--- src/rtl/conga_note_scheduler.sv ---
// Note-chart scheduler: fires built-in chart entries as the song position
// reaches them and hands them downstream through a small show-ahead FIFO.
module conga_note_scheduler #(
   parameter int unsigned NUM_NOTES  = 8,
   parameter int unsigned FIFO_DEPTH = 4
) (
   input  logic        clk,
   input  logic        resetn,
   input  logic [15:0] count,
   input  logic        restart,
   input  logic        note_ready,
   output logic        note_valid,
   output logic [1:0]  note_lane,
   output logic [15:0] note_time,
   output logic [3:0]  level,
   output logic        done
);

   localparam int unsigned IW = 4;
   localparam int unsigned LW = 4;
   localparam int unsigned TW = 16;
   localparam int unsigned PW = (FIFO_DEPTH > 1) ? $clog2(FIFO_DEPTH) : 1;

   typedef struct packed {
      logic [1:0]    lane;
      logic [TW-1:0] tstamp;
   } note_t;

   // Fixed chart; last entry sits at the counter's saturation value.
   function automatic note_t chart(input logic [IW-1:0] i);
      note_t n;
      n = '0;
      case (i)
         4'd0:    n = {2'd0, 16'd16};
         4'd1:    n = {2'd1, 16'd32};
         4'd2:    n = {2'd2, 16'd48};
         4'd3:    n = {2'd3, 16'd48};
         4'd4:    n = {2'd0, 16'd64};
         4'd5:    n = {2'd1, 16'd96};
         4'd6:    n = {2'd2, 16'd96};
         4'd7:    n = {2'd3, 16'd39648};
         default: n = '0;
      endcase
      return n;
   endfunction

   logic [IW-1:0] idx, idx_n;
   logic [PW-1:0] rd_ptr, rd_ptr_n, wr_ptr, wr_ptr_n;
   logic [LW-1:0] level_n;
   logic          valid_n, done_n;
   note_t         head_n;
   note_t         cur_c;
   logic          pop_c, push_ok_c, fire_c;
   note_t         mem [FIFO_DEPTH];

   // Fire / pop decisions and next-state of pointers, occupancy and head.
   always_comb begin
      cur_c     = chart(idx);
      pop_c     = note_valid && note_ready;
      push_ok_c = (level < LW'(FIFO_DEPTH)) || pop_c;
      fire_c    = (idx < IW'(NUM_NOTES)) && (count >= cur_c.tstamp) && push_ok_c && !restart;

      idx_n    = idx;
      rd_ptr_n = rd_ptr;
      wr_ptr_n = wr_ptr;
      level_n  = level;
      valid_n  = note_valid;
      head_n   = {note_lane, note_time};
      done_n   = done;

      if (restart) begin
         idx_n    = '0;
         rd_ptr_n = '0;
         wr_ptr_n = '0;
         level_n  = '0;
         valid_n  = 1'b0;
         done_n   = 1'b0;
      end else begin
         if (fire_c) begin
            idx_n    = idx + IW'(1);
            wr_ptr_n = wr_ptr + PW'(1);
         end
         if (pop_c) begin
            rd_ptr_n = rd_ptr + PW'(1);
         end
         level_n = level + LW'(fire_c) - LW'(pop_c);
         valid_n = (level_n != '0);
         // New head is the entry being written when the FIFO was effectively empty.
         if (level_n != '0) begin
            head_n = (fire_c && (rd_ptr_n == wr_ptr)) ? cur_c : mem[rd_ptr_n];
         end
         done_n = done || ((idx_n == IW'(NUM_NOTES)) && (level_n == '0));
      end
   end

   always_ff @(posedge clk or negedge resetn) begin
      if (!resetn) begin
         idx        <= '0;
         rd_ptr     <= '0;
         wr_ptr     <= '0;
         level      <= '0;
         note_valid <= 1'b0;
         note_lane  <= '0;
         note_time  <= '0;
         done       <= 1'b0;
      end else begin
         idx        <= idx_n;
         rd_ptr     <= rd_ptr_n;
         wr_ptr     <= wr_ptr_n;
         level      <= level_n;
         note_valid <= valid_n;
         note_lane  <= head_n.lane;
         note_time  <= head_n.tstamp;
         done       <= done_n;
      end
   end

   always_ff @(posedge clk or negedge resetn) begin
      if (!resetn) begin
         for (int i = 0; i < int'(FIFO_DEPTH); i++) begin
            mem[i] <= '0;
         end
      end else if (fire_c) begin
         mem[wr_ptr] <= cur_c;
      end
   end

endmodule

--- config.mk ---
export PLATFORM = sky130hd
export DESIGN_NAME = conga_note_scheduler
export DESIGN_NICKNAME = d
export VERILOG_FILES = /design/src/rtl/conga_note_scheduler.sv
export SDC_FILE = /design/constraint.sdc
export NUM_CORES = 1
export LEC_CHECK = 0
export CORE_AREA = 3 3 72 91
export DETAILED_ROUTE_END_ITERATION = 8
export DIE_AREA = 0 0 75 94
export PLACE_DENSITY = 0.78
export SLEW_MARGIN = 10
export SYNTH_ARGS = -nofsm -noshare
export SYNTH_HDL_FRONTEND = slang
export SYNTH_SLANG_ARGS = --single-unit
--- constraint.sdc ---
create_clock -name clk -period 5.25 [get_ports clk]
set_input_delay 0.7875 -clock clk [delete_from_list [all_inputs] [get_ports clk]]
set_output_delay 0.7875 -clock clk [all_outputs]
set_load 0.005 [all_outputs]
==> results.ini <==
[min_path]
min_from=done$_DFF_PN0_
hold_depth=2
whs_endpoint=done$_DFF_PN0_
hold_class=register to register

[critical_path]
start_kind=register
crit_family=adder cells
worstPathRequired_ns=5.47
path_max_fanout=13
slowest_stage=or4_4
cp.buffers_inverters=5
cpPeakStageDelay_ns=0.50
crit_path_end_kind=register
reg2reg_depth=20
rr_endpoint=note_lane[1]$_DFFE_PN0P_
crit_type=register to register
path_cells=ha_1, ha_1, and2b_1, inv_1, ha_1, nand4bb_1, or4_4, a311o_1, nand2_4, inv_1, ha_1, inv_1, ha_1, inv_1, fa_1, and2b_1, a31oi_1, buf_4, nor2_1, a31oi_1
crit_top_cell=ha_1
r2r_slack_ns=0.65
r2r-start=idx[0]$_DFF_PN0_
worst_ep_arrival_time_ns=4.82

[clock_tree]
numCtsBuffers=5
clock_latency_ns=0.30
cts_tree=built
clk_transition_reported_paths_ns=0.09
hold_buffers=0
max-clock-path-buffers=2
cts_resized=0
htree_levels=2
postCtsSetupRepairBufs=0
cts_sinks=44
root_buffer=clkbuf_8

[global_routing]
grt_pass1_wl_mm=9.13
grt_pass1_vias=2007
antenna_found_initial=0
grt_remaining_overflow=0
track_usage_pct=16.7
grt_max_degree=45

[floorplanning]
rows=31
io_pins=44
core-area_mm2=0.00578
dieWidth_um=75
die_area_mm2=0.00705
dieHeight_um=94
initial_core_util_pct=49.1

[yosys]
synth_edf_count=0
postSynth.asyncResetShare_pct=100
synthFlopType=dfrtp_1
yosysTopAreaCellShare_pct=38.8
synth_mux_area_share_pct=13.4
synthSimpleGateAreaFrac_pct=15.2
syn_avg_cell_area_um2=9.96
ys_top_cells_by_area=dfrtp_1 (39%), ha_1 (9.3%), mux2_2 (5.6%)
syn_inst=285
synth.distinct_cells=47
synth_xor_area_share_pct=2.16
synth_top_family_by_area=simple AND/OR/NAND/NOR gates
yosys_warnings=0
synth-seq-cells=44
seq_area_frac_synth_pct=38.8
syn_area_mm2=0.00284
synthAdderAreaFrac_pct=9.96
synth-compound-area-share_pct=12.8
post-synth-top-area-cell=dfrtp_1

[final_layout]
layout-drive-gt1-share_pct=11.9
fillers=503
area_delta_synth_final_pct=15.6
layout_commonest_cell=dfrtp_1
final_cell_mix=dfrtp_1 (44), clkdlybuf4s50_1 (34), nor2_1 (27)
num_antenna_cells=0
final_nets=353

[detailed_routing]
drt_wl_total_mm=5.41
dr.first_iter.drc_count=142
antenna_left=0
drt_pass1_iterations=4
route.detailed.drc=0
via_per_inst=5.59
num_vias=2114
wl_per_cell_um=14.3

[sta]
fin_worst_skew_ns=0.00657
layout_min_cycle_time_ns=4.60
drv_slew=0
finalSetupViolCount=0
final-hold-violation-count=0
fmax_ghz=0.217
worst_slack_ns=0.652
rsz0062_at_grt=false
setup_tns_ns=0
hold_ws_ns=0.494
min_period_over_period_pct=87.6
slew_headroom_pct=34.4
worstMarginPinSlew_ns=0.984

[placed_design]
port_buffers=35
place.gp.congestion=0.870
post-place-ws_ns=0.614
hpwl_mm=4.11

[pwr]
power.leakage_nw=1.50
cellPowerDensity_mw_per_mm2=495
ir_worst_vdd_uv=166

[job]
cap_viol_max_count=0

[status]
status=complete, no violations

## stage by stage
step	instance area (um2)	power, mW	util (%)	std cells
floorplan	2870	1.13	-	292
global placement	3160	1.34	54.8	370
detailed placement	3160	1.37	54.8	370
CTS	3280	1.64	56.8	378
global route	3280	1.76	56.8	378
finish	3280	1.62	56.8	378
## worst reg2reg max path, cell delays in order (launching register included)
cell and delay (ns):
dfrtp_1 0.48, ha_1 0.19, ha_1 0.12, and2b_1 0.21, inv_1 0.14, ha_1 0.35
nand4bb_1 0.12, or4_4 0.50, a311o_1 0.41, nand2_4 0.17, inv_1 0.06, ha_1 0.27
inv_1 0.07, ha_1 0.17, inv_1 0.06, fa_1 0.45, and2b_1 0.18, a31oi_1 0.16
buf_4 0.20, nor2_1 0.05, a31oi_1 0.15
## Yosys cell counts, types with 2 or more instances
cell / count
dfrtp_1: 44
nor2_1: 27
ha_1: 21
inv_1: 17
nand2_1: 17
buf_4: 14
mux2_2: 14
a21oi_1: 13
nor3_1: 13
mux2i_1: 11
clkbuf_1: 10
mux2_1: 10
a31oi_1: 8
a211oi_1: 7
o31ai_1: 6
a211o_1: 5
nand2_4: 5
xnor2_1: 4
and2b_1: 3
nor2b_1: 3
o211ai_1: 3
xor2_1: 3
nand3_1: 2
nand4bb_1: 2
## kinds of logic (layout without fill, tap and decap cells)
family | count (synthesis) | in the layout
simple gates | 81 | 81
flops | 44 | 44
xor+xnor | 7 | 7
other cells | 1 | 8
compound gates | 52 | 52
buf+inv | 43 | 63
mux | 35 | 35
fa+ha+maj | 22 | 22
## power by group
group | switching (mW) | total (mW) | internal [mW] | leakage, nW
registers | 0.113 | 0.562 | 0.449 | 0.574
clock network | 0.121 | 0.264 | 0.143 | 0.0583
logic | 0.391 | 0.799 | 0.408 | 0.870
total | 0.624 | 1.62 | 1.00 | 1.50
## flip-flops by register name, summed over array words and instances, names as in the netlist
register,flops
note_valid,1
idx,4
done,1
note_lane,2
note_time,4
rd_ptr,2
level,4
mem,24
wr_ptr,2
## metal layers
metal	vias to the layer above	track usage [%]	share of wire, %
li1	1038	-	-
met1	1020	20.6	45
met4	0	6.68	1.5
met5	-	0	0
met3	5	2.78	3.3
met2	51	28.4	51
## how the worst max path moves through the flow
stage               cells past startpoint        startpoint                       end
finish                                 20  idx[0]$_DFF_PN0_  note_lane[1]$_DFFE_PN0P_
global placement                       17         count[12]  note_time[6]$_DFFE_PN0P_
detailed placement                     17         count[12]  note_time[6]$_DFFE_PN0P_
global route                           20  idx[0]$_DFF_PN0_  note_lane[1]$_DFFE_PN0P_
floorplan                              20  idx[0]$_DFF_PN0_  note_time[5]$_DFFE_PN0P_
CTS                                    20  idx[0]$_DFF_PN0_  note_lane[1]$_DFFE_PN0P_
## final cells by class
type	count	area, um2	share of cell area [%]
Timing Repair Buffer	38	368	11.2
Inverter	17	63.8	1.95
Clock buffer	5	68.8	2.10
Multi-Input combinational cell	205	1550	47.2
Sequential cell	44	1100	33.6
Clock inverter	3	47.5	1.45
Tap cell	66	82.6	2.52
(Power assumes the default switching activity.)
